===== config.mk =====
export PLATFORM = sky130hd
export DESIGN_NAME = lane_fsm_tmr
export DESIGN_NICKNAME = d
export VERILOG_FILES = /design/src/rtl/lane_fsm_tmr.sv
export SDC_FILE = /design/constraint.sdc
export NUM_CORES = 1
export LEC_CHECK = 0
export ABC_AREA = 1
export CORE_MARGIN = 2
export CORE_UTILIZATION = 53
export CTS_CLUSTER_DIAMETER = 30
export DETAILED_ROUTE_END_ITERATION = 7
export PLACE_DENSITY = 0.86
export SLEW_MARGIN = 20
export SYNTH_ARGS = -nofsm -noshare
export SYNTH_HDL_FRONTEND = slang
export SYNTH_SLANG_ARGS = --single-unit

===== constraint.sdc =====
create_clock -name clk_i -period 4.1 [get_ports clk_i]
set_clock_uncertainty 0.2 [all_clocks]
set_input_delay 0.615 -clock clk_i [delete_from_list [all_inputs] [get_ports clk_i]]
set_output_delay 0.615 -clock clk_i [all_outputs]
set_load 0.005 [all_outputs]

===== src/rtl/lane_fsm_tmr.sv =====
// Multi-lane triple-modular-redundant state pipeline with majority voting,
// optional inter-stage scrubbing, per-lane mismatch flags and upset counters.
module lane_fsm_tmr #(
  parameter int IO_SIZE_G   = 3,
  parameter int STEPS_G     = 1,
  parameter int LANES_G     = 4,
  parameter int CNT_WIDTH_G = 8,
  parameter logic [IO_SIZE_G-1:0] IDLE  = IO_SIZE_G'(0),
  parameter logic [IO_SIZE_G-1:0] S1_A  = IO_SIZE_G'(1),
  parameter logic [IO_SIZE_G-1:0] S1_B  = IO_SIZE_G'(2),
  parameter logic [IO_SIZE_G-1:0] S1_C  = IO_SIZE_G'(3),
  parameter logic [IO_SIZE_G-1:0] S2_A  = IO_SIZE_G'(4),
  parameter logic [IO_SIZE_G-1:0] S2_B  = IO_SIZE_G'(5),
  parameter logic [IO_SIZE_G-1:0] S2_C  = IO_SIZE_G'(6),
  parameter logic [IO_SIZE_G-1:0] ERROR = IO_SIZE_G'(7),
  parameter logic [IO_SIZE_G-1:0] RESET_STATE_G   = IDLE,
  parameter logic [IO_SIZE_G-1:0] DEFAULT_STATE_G = ERROR
) (
  input  logic                             clk_i,
  input  logic                             rst_i,
  input  logic [LANES_G*IO_SIZE_G-1:0]     data_i,
  input  logic                             correct_i,
  input  logic [3*LANES_G*IO_SIZE_G-1:0]   inject_i,
  input  logic                             clr_cnt_i,
  output logic [LANES_G*IO_SIZE_G-1:0]     data_o,
  output logic [LANES_G-1:0]               mismatch_o,
  output logic [LANES_G*CNT_WIDTH_G-1:0]   upset_cnt_o
);

  typedef logic [IO_SIZE_G-1:0] state_t;

  // Stage index 0 is the first stage, STEPS_G-1 the last (FSM) stage.
  state_t s_q [LANES_G][3][STEPS_G];
  state_t s_d [LANES_G][3][STEPS_G];
  logic [CNT_WIDTH_G-1:0] cnt_q [LANES_G];

  function automatic state_t next_state(input state_t x);
    case (x)
      IDLE:    next_state = S1_A;
      S1_A:    next_state = S1_B;
      S1_B:    next_state = S1_C;
      S1_C:    next_state = S2_A;
      S2_A:    next_state = S2_B;
      S2_B:    next_state = S2_C;
      S2_C:    next_state = IDLE;
      default: next_state = DEFAULT_STATE_G;
    endcase
  endfunction

  function automatic state_t vote(input state_t a, input state_t b, input state_t c);
    vote = (a & b) | (a & c) | (b & c);
  endfunction

  always_comb begin
    s_d = s_q;
    for (int l = 0; l < LANES_G; l++) begin
      for (int r = 0; r < 3; r++) begin
        // First stage: shared lane input, FSM applied only if it is also the last stage.
        if (STEPS_G == 1)
          s_d[l][r][0] = next_state(data_i[l*IO_SIZE_G +: IO_SIZE_G]);
        else
          s_d[l][r][0] = data_i[l*IO_SIZE_G +: IO_SIZE_G];
        s_d[l][r][0] = s_d[l][r][0] ^ inject_i[(l*3+r)*IO_SIZE_G +: IO_SIZE_G];
        for (int k = 1; k < STEPS_G; k++) begin
          state_t x;
          if (correct_i)
            x = vote(s_q[l][0][k-1], s_q[l][1][k-1], s_q[l][2][k-1]);
          else
            x = s_q[l][r][k-1];
          s_d[l][r][k] = (k == STEPS_G-1) ? next_state(x) : x;
        end
      end
    end
  end

  always_ff @(posedge clk_i) begin
    if (rst_i) begin
      for (int l = 0; l < LANES_G; l++)
        for (int r = 0; r < 3; r++)
          for (int k = 0; k < STEPS_G; k++)
            s_q[l][r][k] <= RESET_STATE_G;
    end else begin
      s_q <= s_d;
    end
  end

  always_comb begin
    data_o      = '0;
    mismatch_o  = '0;
    upset_cnt_o = '0;
    for (int l = 0; l < LANES_G; l++) begin
      data_o[l*IO_SIZE_G +: IO_SIZE_G] =
        vote(s_q[l][0][STEPS_G-1], s_q[l][1][STEPS_G-1], s_q[l][2][STEPS_G-1]);
      mismatch_o[l] = (s_q[l][0][STEPS_G-1] != s_q[l][1][STEPS_G-1]) ||
                      (s_q[l][1][STEPS_G-1] != s_q[l][2][STEPS_G-1]);
      upset_cnt_o[l*CNT_WIDTH_G +: CNT_WIDTH_G] = cnt_q[l];
    end
  end

  // Counters sample the current mismatch flag, so a count lags its flag by one cycle.
  always_ff @(posedge clk_i) begin
    for (int l = 0; l < LANES_G; l++) begin
      if (rst_i || clr_cnt_i)
        cnt_q[l] <= '0;
      else if (mismatch_o[l] && (cnt_q[l] != {CNT_WIDTH_G{1'b1}}))
        cnt_q[l] <= cnt_q[l] + 1'b1;
    end
  end

endmodule

**Yosys cells after proc, flatten, opt, wreduce, memory -nomap -nowiden**

Memories as Yosys holds them, arrays and structs flattened.
Cells that the tools add are included.

- Add/sub/neg operators: 4
- Multipliers: 0
- Divide/modulo/power cells: 0
- $lt $le $gt $ge: 0
- Eq/ne operators: 36
- Shift-type cells: 0
- Multiplexer cells: 22
- Bitwise operators: 36
- Reductions and logical operators: 13

Operator list:

| cell | count |
|---|---|
| one-hot mux 3 bit (7 select lines) | 4 |
| bitwise AND 3 bit | 12 |
| equality test 3 bit, second input constant | 12 |
| bitwise XOR 3 bit | 12 |
| adder 8 x 1 -> 8 bit, second input constant | 4 |
| two-way mux 8 bit | 4 |
| inequality test 8 bit, second input constant | 4 |
| equality test 3 x 2 -> 1 bit, second input constant | 8 |
| inequality test 3 bit | 8 |
| OR 3 bit | 8 |
| two-way mux 1 bit | 14 |
| equality test 3 x 1 -> 1 bit, second input constant | 4 |
| logical NOT 3 bit | 4 |
| logical OR 1 bit | 5 |
| logical AND 1 bit | 4 |
| OR 1 bit | 4 |

- Flip-flop bits (word level): 36
- Latch bits: 0
- Bits in writable memories: 32
- ROM bits: 0
- Input port bits: 52
- Output and inout port bits: 48
- Logic and storage cells: 124
- Memories kept: 1

Memories:

| memory | words | width | rd ports | clocked after memory_dff | write ports | line | RTL |
|---|---|---|---|---|---|---|---|
| cnt_q | 4 | 8 | 4 | 0 | 4 | 35 | `logic [CNT_WIDTH_G-1:0] cnt_q [LANES_G];` |

**Depth between registers and ports, before layout**

- Word-level depth: 7
- Gate-level depth with buffers: 7
- Mapped depth without buffers: 7

**Least setup slack after synthesis**

No wires, ideal clock.

- Path type: reg-to-reg
- From: memory cnt_q[1][0]
- To: memory cnt_q[1][0], enable pin
- Setup time: 0.329 ns
- Arrival time: 1.167 ns
- Data required time: 3.571 ns
- Slack: 2.404 ns
- Cell stages (with the launch flop): 7
- Buffers on the path: 0
- Period minus slack after synthesis: 1.696 ns
- Cells stage by stage: edfxtp_1 -> ha_1 -> nand3_1 -> inv_1 -> nand2_1 -> nand2_1 -> nand2_1

RTL lines:

| item | line |
|---|---|
| start, declared | 35 |

**Worst setup path in the final report**

- From: register s_q[23] (netlist bit)
- To: output port mismatch_o[1]

- Cells in the longest elaborated chain, start to end: 2
- Elaborated cells on any way between the ends: 3
- Classes of those cells: 2 x eq/ne; 1 x reduce/logical

Ends and longest elaborated chain:

| item | line | RTL |
|---|---|---|
| start, declared | 33 | `state_t s_q [LANES_G][3][STEPS_G];` |
| start signal, assigned by index | 81 | `s_q[l][r][k] <= RESET_STATE_G;` |
| start signal, assigned | 83 | `s_q <= s_d;` |
| inequality test 3 bit (on tied branches) | 94, 95 |  |
| logical OR 1 bit (*) | 94 | `mismatch_o[l] = (s_q[l][0][STEPS_G-1] != s_q[l][1][STEPS_G-1]) \|\|` |
| end, declared | 26 | `output logic [LANES_G-1:0] mismatch_o,` |

Every way passes the cells marked *; elsewhere a longest branch is shown, timed or not.

==> flow_summary_export.csv <==
group,metric,value,unit
run_status,status,"finished, final reports clean",
layout,multi_input_comb_area,1937,µm²
layout,drive_gt1_share,6.175,%
synth,synth_top_area_share,25.06,%
sta,hold_slack,0.4199,ns
layout,num-fill-cells,564,
clock_network,cts_htree_levels,3,
sta,fin_setup_tns,0,ns
clock_network,path_clk_slew,0.08,ns
die,start_util,53.73,%
power_and_ir_drop,cellPowerDensity,312.8,nW/µm²
global_routing,grt_pass1_wl,12480,µm
power_and_ir_drop,power.leakage,0.002329,µW
sta,worstMarginPinSlew,0.5565,ns
min_path,hold_class,"register to register",
synth,ys_seq_elements,68,
global_routing,antenna_found_initial,0,
clock_network,clk_path_buf_depth,2,
layout,syn_to_final_growth,33.21,%
synth,synth_area_leaders,"edfxtp_1 (25%), dfxtp_1 (19%), ha_1 (9.1%), nor2_1 (8.9%), nand2_1 (8.2%)",
worst_setup_path,critPathMaxFanout,3,
routing,first_pass_iters,4,
synth,syn_nets,552,
sta,post-route-period-util,62.37,%
sta,max_freq,391.1,MHz
die,ios,100,
power_and_ir_drop,combPwrFrac,18.7,%
placed_design,portBuffers,98,
clock_network,cts-resized-gates,0,
power_and_ir_drop,internal_power,1191,µW
sta,setup_violations,0,
synth,synthCells,472,
routing,vias_per_cell,5.065,
global_routing,grt_usage,19.97,%
sta,max_slew_margin,62.85,%
global_routing,grt_overflow_total,0,
routing,routedWlPerCell,11.26,µm
worst_setup_path,crit_required,3.28,ns
sta,final-hold-violation-count,0,
die,die_area,7932,µm²
synth,syn_area,3835,µm²
routing,routed_wl,7681,µm
sta,min_period,2.557,ns
die,die_h,89.06,µm
clock_network,clock-sinks,68,
flow_run,max_cap_violations,0,
power_and_ir_drop,swShare,25.48,%
worst_setup_path,end_kind,"output port",
global_routing,grt_pass1_vias,3134,
routing,drtAntennaViolNets,0,
worst_setup_path,start_kind,"register",
synth,ys_seq_area_share,43.85,%
power_and_ir_drop,seqPwrFrac,49.0,%
die,fp-row-count,31,
routing,vias,3454,
synth,avgSynthCellArea,8.125,µm²
sta,rsz0062_at_grt,"false",
clock_network,clk_latency,0.33,ns
layout,final_cell_mix,"clkdlybuf4s50_1 (98), nor2_1 (91), nand2_1 (84), inv_1 (53), nand3_1 (39)",
clock_network,cts-root-buf,"clkbuf_8",
clock_network,cts_hold_buf,0,
die,die_x,89.06,µm
power_and_ir_drop,switching_power,407.2,µW
clock_network,cts_inserted_buffers,9,
placed_design,globalplace.congestion,0.8381,
worst_setup_path,cp.arrival,1.74,ns
synth,synth_cell_types,27,
global_routing,grt_max_degree,37,
layout,layout.nets,658,
clock_network,cts_tree,"built",
routing,first_iter_violations,95,
power_and_ir_drop,pwr-share-clk,32.3,%
worst_setup_path,path_class,"register to output port",
sta,maxSlewViolCount,0,
placed_design,dp_hpwl,5985,µm
layout,diodes,0,
clock_network,cts_setup_buffers,0,
die,core-area,7137,µm²
layout,final_common_cell,"clkdlybuf4s50_1",
layout,seqCellArea,1682,µm²
routing,drc,0,
power_and_ir_drop,ir_drop,0.0001913,V
synth,yosysWarnings,0,
synth,yosysTopAreaCell,"edfxtp_1",
==> cell type report <==
type / instances / share of cell area [%]
Multi-Input combinational cell: 347 / 37.91
Sequential cell: 68 / 32.92
Timing Repair Buffer: 98 / 19.20
Inverter: 54 / 3.968
Clock buffer: 10 / 2.498
Tap cell: 99 / 2.425
Clock inverter: 6 / 1.078
==> synth_stat cells <==
library cell,count
nor2_1,91
nand2_1,84
inv_1,53
nand3_1,39
dfxtp_1,36
edfxtp_1,32
a21oi_1,30
ha_1,28
o21ai_0,17
a211o_1,12
xor2_1,8
nor2_2,6
xnor2_1,6
nand3_2,5
nor2_4,5
nand3b_1,4
and2_4,3
buf_2,2
nand4_1,2
o21bai_1,2
a21o_1,1
and2_1,1
clkbuf_1,1
inv_2,1
nand2_2,1
nand3_4,1
or2_2,1
==> cells by family (layout without fill, tap and decap cells) <==
group	Yosys count	in the layout	share of synthesized area, %
AOI/OAI and AO/OA	62	62	9.461
xor gates and xnor gates	14	14	3.197
adders and majority gates	28	28	9.136
buffers and inverters	57	168	5.644
DFF	68	68	43.85
and+or+nand+nor	243	243	28.71
==> layer usage <==
layer	GRT usage (%)	part of all wire, %	vias to the layer above
li1	-	-	1779
met1	21.96	41	1553
met2	36.02	51	109
met3	5.633	6.5	13
met4	8.412	1.7	0
met5	0	0	-
==> final timing paths <==
path | start | endpoint | slack [ns] | depth (start not counted)
setup reg to reg | cnt_q[3][0] | cnt_q[3][6] | 2.25 | 6
hold / removal | cnt_q[2][0] | cnt_q[2][0] | 0.42 | 1
setup / recovery | s_q[23] | mismatch_o[1] | 1.54 | 4
hold reg to reg | cnt_q[2][0] | cnt_q[2][0] | 0.42 | 1
==> per-stage QoR <==
stage	instance area (µm²)	setup slack [ns]	util [%]	total power, µW	instances
after floorplan	3835	2.404	-	944.5	472
after global placement	4926	1.894	69.02	1083	666
after detailed placement	4926	1.868	69.02	1098	666
after CTS	5109	1.508	71.58	1610	682
after global routing	5109	1.418	71.58	1685	682
final	5109	1.543	71.58	1598	682
==> power by group through the flow <==
| stage | Combinational [µW] | Clock (µW) | Sequential, µW |
|---|---|---|---|
| after floorplan | 151 | 0 | 794 |
| after global placement | 288 | 0 | 795 |
| after detailed placement | 300 | 0 | 798 |
| after CTS | 302 | 525 | 783 |
| after global routing | 338 | 559 | 789 |
| final | 299 | 517 | 782 |
==> critical path, cell delays in order, from the launching register on <==
cell and delay, ns:
dfxtp_1 0.32, ha_1 0.28, nor2_1 0.13, nand3_1 0.19, clkdlybuf4s50_1 0.51
==> registers in the layout (all words and copies together) (netlist names) <==
name / flops
s_q: 36
cnt_q: 32
No activity file was read; power rests on OpenSTA's default activity.
